### config.mk
export PLATFORM = sky130hd
export DESIGN_NAME = cla_pipe_adder
export DESIGN_NICKNAME = d
export VERILOG_FILES = /design/src/rtl/cla_pipe_adder.sv
export SDC_FILE = /design/constraint.sdc
export NUM_CORES = 1
export LEC_CHECK = 0
export BUFFER_PORTS_ARGS = -buffer_cell sky130_fd_sc_hd__buf_2
export CORE_ASPECT_RATIO = 0.5
export CORE_MARGIN = 5
export CORE_UTILIZATION = 50
export DETAILED_ROUTE_END_ITERATION = 10
export PLACE_DENSITY_LB_ADDON = 0.3
export SKIP_CTS_REPAIR_TIMING = 1
export SLEW_MARGIN = 20
export SYNTH_ARGS = -nofsm -noshare
export SYNTH_HDL_FRONTEND = slang
export SYNTH_SLANG_ARGS = --single-unit
### constraint.sdc
create_clock -name clk -period 1.6 [get_ports clk]
set_clock_uncertainty 0.05 [all_clocks]
set_input_delay 0.32 -clock clk [delete_from_list [all_inputs] [get_ports clk]]
set_output_delay 0.32 -clock clk [all_outputs]
set_load 0.01 [all_outputs]
### src/rtl/cla_pipe_adder.sv
// Pipelined carry-lookahead adder/subtractor: an operand capture register feeds
// one lookahead group per stage, with the inter-group carry registered between stages.
module cla_pipe_adder #(
    parameter int WIDTH = 16,
    parameter int GROUP = 4
) (
    input  logic             clk,
    input  logic             rst_n,
    input  logic             in_valid,
    output logic             in_ready,
    input  logic [WIDTH-1:0] a,
    input  logic [WIDTH-1:0] b,
    input  logic             c_0,
    input  logic             sub,
    output logic             out_valid,
    input  logic             out_ready,
    output logic [WIDTH-1:0] sum,
    output logic             c_out,
    output logic             ovf
);
    localparam int NSTG     = WIDTH / GROUP;
    // Stage k keeps (k+1) groups of finished sum and NSTG-1-k groups of pending
    // operand bits; both are packed back to back into flat triangular vectors.
    localparam int SUM_BITS = GROUP * NSTG * (NSTG + 1) / 2;
    localparam int REM_RAW  = GROUP * NSTG * (NSTG - 1) / 2;
    localparam int REM_BITS = (REM_RAW > 0) ? REM_RAW : 1;

    // Carries as fully expanded sum-of-products; c[i+1] never depends on c[i].
    function automatic logic [GROUP:0] lookahead(input logic [GROUP-1:0] g,
                                                 input logic [GROUP-1:0] p,
                                                 input logic             cin);
        logic [GROUP:0] c;
        logic           term;
        logic           prod;
        // NOTE: every variable gets a value before any conditional use, so no latch or stale state is implied.
        c    = '0;
        c[0] = cin;
        for (int i = 0; i < GROUP; i++) begin
            term = g[i];
            prod = p[i];
            for (int j = i - 1; j >= 0; j--) begin
                term = term | (prod & g[j]);
                prod = prod & p[j];
            end
            c[i+1] = term | (prod & cin);
        end
        return c;
    endfunction

    logic             adv;
    logic [WIDTH-1:0] b_eff;
    logic             cin_eff;

    logic             in_v_q;
    logic [WIDTH-1:0] in_a_q;
    logic [WIDTH-1:0] in_b_q;
    logic             in_c_q;

    logic [NSTG-1:0]     v_q,   v_d;
    logic [NSTG-1:0]     cy_q,  cy_d;
    logic [SUM_BITS-1:0] sum_q, sum_d;
    logic [REM_BITS-1:0] ra_q,  ra_d;
    logic [REM_BITS-1:0] rb_q,  rb_d;
    logic                msb_q, msb_d;

    // Global enable: the whole pipe freezes only when a result is waiting unaccepted.
    assign adv      = out_ready | ~out_valid;
    assign in_ready = adv;
    assign b_eff    = sub ? ~b : b;
    assign cin_eff  = sub | c_0;

    for (genvar k = 0; k < NSTG; k++) begin : g_stg
        localparam int SOFF = GROUP * k * (k + 1) / 2;
        localparam int SW   = GROUP * (k + 1);
        localparam int RW   = GROUP * (NSTG - 1 - k);

        logic [GROUP-1:0] ga, gb, gg, gp, grp_sum;
        logic [GROUP:0]   gc;
        logic             gcin;
        logic             vin;

        assign gg      = ga & gb;
        assign gp      = ga ^ gb;
        assign gc      = lookahead(gg, gp, gcin);
        assign grp_sum = gp ^ gc[GROUP-1:0];

        assign v_d[k]  = vin;
        assign cy_d[k] = vin ? gc[GROUP] : cy_q[k];

        if (k == 0) begin : g_first
            assign ga   = in_a_q[GROUP-1:0];
            assign gb   = in_b_q[GROUP-1:0];
            assign gcin = in_c_q;
            assign vin  = in_v_q;
            assign sum_d[SOFF +: SW] = vin ? grp_sum : sum_q[SOFF +: SW];
            if (RW > 0) begin : g_rem
                localparam int ROFF = 0;
                assign ra_d[ROFF +: RW] = vin ? in_a_q[WIDTH-1:GROUP] : ra_q[ROFF +: RW];
                assign rb_d[ROFF +: RW] = vin ? in_b_q[WIDTH-1:GROUP] : rb_q[ROFF +: RW];
            end
        end else begin : g_next
            localparam int PSOFF = GROUP * (k - 1) * k / 2;
            localparam int PROFF = GROUP * ((k - 1) * (NSTG - 1) - (k - 1) * (k - 2) / 2);
            assign ga   = ra_q[PROFF +: GROUP];
            assign gb   = rb_q[PROFF +: GROUP];
            assign gcin = cy_q[k-1];
            assign vin  = v_q[k-1];
            assign sum_d[SOFF +: SW] = vin ? {grp_sum, sum_q[PSOFF +: GROUP*k]}
                                           : sum_q[SOFF +: SW];
            if (RW > 0) begin : g_rem
                localparam int ROFF = GROUP * (k * (NSTG - 1) - k * (k - 1) / 2);
                assign ra_d[ROFF +: RW] = vin ? ra_q[PROFF+GROUP +: RW] : ra_q[ROFF +: RW];
                assign rb_d[ROFF +: RW] = vin ? rb_q[PROFF+GROUP +: RW] : rb_q[ROFF +: RW];
            end
        end

        // Carry into the MSB is only meaningful in the group that holds the MSB.
        if (k == NSTG - 1) begin : g_msb
            assign msb_d = vin ? gc[GROUP-1] : msb_q;
        end
    end

    if (REM_RAW == 0) begin : g_no_rem
        assign ra_d = '0;
        assign rb_d = '0;
    end

    always_ff @(posedge clk or negedge rst_n) begin
        // NOTE: all datapath registers are reset too, since the outputs must read zero after reset.
        if (!rst_n) begin
            in_v_q <= 1'b0;
            in_a_q <= '0;
            in_b_q <= '0;
            in_c_q <= 1'b0;
            v_q    <= '0;
            cy_q   <= '0;
            sum_q  <= '0;
            ra_q   <= '0;
            rb_q   <= '0;
            msb_q  <= 1'b0;
        end else if (adv) begin
            // NOTE: non-blocking assignments let every stage read last cycle's neighbour values.
            in_v_q <= in_valid;
            if (in_valid) begin
                in_a_q <= a;
                in_b_q <= b_eff;
                in_c_q <= cin_eff;
            end
            v_q   <= v_d;
            cy_q  <= cy_d;
            sum_q <= sum_d;
            ra_q  <= ra_d;
            rb_q  <= rb_d;
            msb_q <= msb_d;
        end
    end

    assign out_valid = v_q[NSTG-1];
    assign sum       = sum_q[SUM_BITS-1 -: WIDTH];
    assign c_out     = cy_q[NSTG-1];
    assign ovf       = msb_q ^ cy_q[NSTG-1];

endmodule

# Word-level counts from Yosys, hierarchy flattened
# Index checks and enable logic that the tools add are counted.
word_totals:
  register_bits: 131
  latch_bits: 0
  ramBits: 0
  romBits: 0
  inputBits: 38
  output_inout_bits: 20
  memories: 0
op_classes:
  add_sub_neg: 0
  n_mul: 0
  div: 0
  magnitude_cmp: 0
  n_eq_ne: 0
  shift: 0
  muxes: 1
  bitwise: 121
  n_reduce_logical: 5
op_table:
  columns: ["cell", "count"]
  rows:
  - ["bitwise AND 1 bit", 64]
  - ["OR 1 bit", 42]
  - ["bitwise XOR 4 bit", 8]
  - ["bitwise AND 4 bit", 4]
  - ["2-to-1 mux 16 bit", 1]
  - ["NOT 16 bit", 1]
  - ["AND reduction 2 bit", 5]
  - ["NOT 1 bit", 1]
  - ["bitwise XOR 1 bit", 1]

# Logic depth before layout (Yosys ltp)
depth:
  word_depth: 6
  ltp_mapped: 8
  ltp_nobuf: 5

# Worst setup path after synthesis
# OpenSTA, ideal clock, no wires.
synth_path:
  path_kind: "register to register"
  startpoint: "register v_q[3]"
  endpoint: "register sum_q[7]"
  arrival_time_ns: 1.384
  required_time_ns: 1.425
  slack_ns: 0.041
  path_stages_with_launch: 8
  n_path_buf: 3
  period_less_slack_ns: 1.559
  path_cell_list: "dfrtp_1 > nor2b_4 > inv_2 > buf_8 > nand2_2 > buf_6 > buf_6 > mux2_4"
synth_between:
  elab_chain_cells: 3
synth_rtl:
  columns: ["element", "line", "rtl"]
  rows:
  - ["from (decl)", "59", "logic [NSTG-1:0] v_q, v_d;"]
  - ["from (signal assigned)", "149", "v_q <= v_d;"]
  - ["NOT 1 bit", "67", "assign adv = out_ready | ~out_valid;"]
  - ["OR 1 bit", "67", null]
  - ["named net in_ready", "10", "output logic in_ready,"]
  - ["AND reduction 2 bit (no source line)", null, null]
  - ["to (signal assigned)", "151", "sum_q <= sum_d;"]
  - ["to (decl)", "61", "logic [SUM_BITS-1:0] sum_q, sum_d;"]
# The timed path passes the listed nets, and every way through them passes these cells.
# A chain may end at the register's enable or synchronous reset.

# Final worst setup path
layout_path:
  startpoint: "register v_q[3]"
  endpoint: "output port in_ready"
layout_between:
  elab_chain_cells: 2
layout_rtl:
  columns: ["element", "line"]
  rows:
  - ["NOT 1 bit", "67"]
  - ["OR 1 bit", "67"]
  - ["to (decl)", "10"]
# No other way between the ends.

==> summary.txt <==
Status: finished, violations left
Failing checks: negative setup slack
Tmin final: 1620 ps
Final Non-Filler Cells: 653
DP HPWL: 7.10 mm
Cell Area, Synth: 5650 µm²
Most frequent cells in the layout: 131 x dfrtp_1, 55 x buf_2, 53 x mux2_2
Critical path's most frequent cell: buf_6
Hold Vio Cnt, Final: 0
Pwr Total: 16.0 mW
Ordered list of cells on the worst path: nor2b_4 > clkinv_4 > buf_6 > buf_6
Port Buf Inserts: 57
Initial antenna violation count: 0
Initial core utilization: 51.3%
Hold Slack: 86.0 ps
DR pass1 iterations: 4
Detailed Route WL: 10.6 mm
Setup CP Type: flip-flop to output pin
DR WL/cell: 16.2 µm
Avg Cell Area, Syn: 13.5 µm²
CTS tree: built
Via count: 3297
Synth Register Bits: 131
PD cells: 2240 nW/µm²
Clock Sink Count: 131
Max Transition Viols Final: 0
Worst Hold Class: input port to flip-flop
Die Height: 85.2 µm
Net Count, Synth: 476
Buf+Inv Stages, Crit Path: 3
Root buffer cell: clkbuf_16
P&R area growth vs syn: 26.3%
GRT Util Overall: 16.3%
Syn Inst Count: 418
Num CTS Buffers: 17
WP data arrival: 1250 ps
Yosys warnings: 0
Clk Latency, worst-skew pair: 410 ps
Die area: 13700 µm²
Delay-heaviest family, CP: flip-flops
Most common cell after layout, fill and taps aside: dfrtp_1
Placed cell area: 6160 µm²
RSZ-0062 raised after global routing: true
Overflow after GRT: 0
Leakage dissipation: 3.42 nW
Antenna viol nets, final: 0
Critical path endpoint category: output pin
Peak supply drop: 0.968 mV
Yosys cell types: 30
Drt drc: 0
DR iter-0 viols: 144
Filler cells: 806
Share of layout cells above drive strength 1: 45.3%
Core Area: 11000 µm²
Worst Tran Pin Value: 456 ps
Worst-path clk slew: 60 ps
Final worst setup slack: -20.0 ps
Vias per cell: 5.05
Antenna diodes: 0
Slowest CP cell: dfrtp_1
Slew HR: 69.6%
Placed instance count: 610
Vias in the first global route: 3395
Final Setup Violations: 11
Max Buffers Root-to-Sink: 2
CP startpoint kind: flip-flop
# IOs: 58
Die Width: 160 µm
Worst EP required: 1230 ps
Final Cell Area: 7140 µm²
Seq/Total Area, Yosys: 58.0%
Max Clock Freq: 617 MHz
Final Cycle Share: 101%
Num rows: 27
H-tree Lvls: 4
Max Cap Viol: 0
First-pass GRT wire length: 17.4 mm
Critical path fanouts, max: 2
Final GP Congestion: 0.752
Final #Nets: 553
Max incr delay on CP: 340 ps
Largest net degree at the start of global routing: 51
-- per-layer routing --
metal | track usage [%] | vias up | share of wire [%]
li1 | - | 1582 | -
met1 | 24.8 | 1643 | 54
met2 | 21.8 | 62 | 41
met3 | 4.85 | 10 | 3.3
met4 | 6.32 | 0 | 0.99
met5 | 0 | - | 0
-- cells by family (layout without fill, tap and decap cells) --
group / Yosys count / count (layout) / share of synthesized area, %
xor+xnor: 29 / 29 / 4.49
flops: 131 / 131 / 58.0
compound gates: 50 / 50 / 5.05
simple gates: 58 / 58 / 4.47
buf+inv: 38 / 128 / 4.62
mux: 92 / 92 / 18.4
fa+ha+maj: 20 / 20 / 4.96
-- path summary, 6_finish.rpt --
check                             end  depth (start not counted)  slack (ps)  startpoint
min reg2reg                 sum_q[37]                          2         430   sum_q[37]
max                          in_ready                          4         -20      v_q[3]
max in group asynchronous  in_a_q[15]                          3         620       rst_n
min                         in_a_q[4]                          2          90        a[4]
max reg2reg                  rb_q[11]                          7         -10      v_q[3]
min in group asynchronous   in_a_q[4]                          2         270       rst_n
-- state kept, by name, indices dropped and copies added (netlist names) --
signal	flops
sum_q	40
ra_q	24
rb_q	24
in_a_q	16
in_b_q	16
cy_q	4
v_q	4
g_stg.gcin	1
g_stg.vin	1
msb_q	1
-- stage by stage --
step | worst slack [ps] | setup TNS [ps] | utilization [%]
floorplan | 41.1 | 0 | -
global placement | -1.78 | -1.78 | 55.9
detailed placement | -65.3 | -133 | 55.9
CTS | -217 | -691 | 61.5
global route | -74.2 | -2030 | 64.8
finish | -20.0 | -52.4 | 64.8
-- cell type report --
type | count | area [µm²] | share of cell area, %
multi-input cells | 249 | 2310 | 32.4
well taps | 145 | 181 | 2.54
flip-flops and latches | 131 | 3280 | 45.9
inverters | 4 | 20.0 | 0.280
repair buffers | 92 | 731 | 10.2
clock inverters | 11 | 158 | 2.21
clock buffers | 21 | 460 | 6.45
-- cell usage after synthesis --
library cell / count / area share [%]
a21oi_1: 5 / 0.44
buf_6: 2 / 0.40
inv_2: 1 / 0.066
nor3_1: 1 / 0.088
mux2_2: 88 / 18
inv_1: 3 / 0.20
o21ai_0: 34 / 3.0
buf_4: 23 / 3.1
mux2i_1: 1 / 0.18
xor2_1: 4 / 0.62
buf_8: 1 / 0.27
ha_1: 16 / 3.5
a211oi_2: 1 / 0.22
nand2_4: 2 / 0.40
buf_2: 5 / 0.44
o21ba_2: 1 / 0.18
nand2b_1: 1 / 0.11
nor2_1: 12 / 0.80
mux2_1: 1 / 0.20
a211oi_1: 6 / 0.80
clkbuf_1: 3 / 0.20
nand3_1: 1 / 0.088
xnor2_1: 25 / 3.9
o21bai_1: 3 / 0.40
fa_1: 4 / 1.4
mux2_4: 2 / 0.53
nor2b_4: 1 / 0.24
dfrtp_1: 131 / 58
nand2_1: 38 / 2.5
nand2_2: 2 / 0.22
-- report_power, final --
part / internal, mW / total [mW] / leakage [nW] / switching [mW]
Clock: 2.67 / 4.03 / 0.306 / 1.36
Combinational: 3.55 / 6.12 / 1.53 / 2.56
Sequential: 4.83 / 5.82 / 1.58 / 0.997
(Power assumes the default switching activity.)
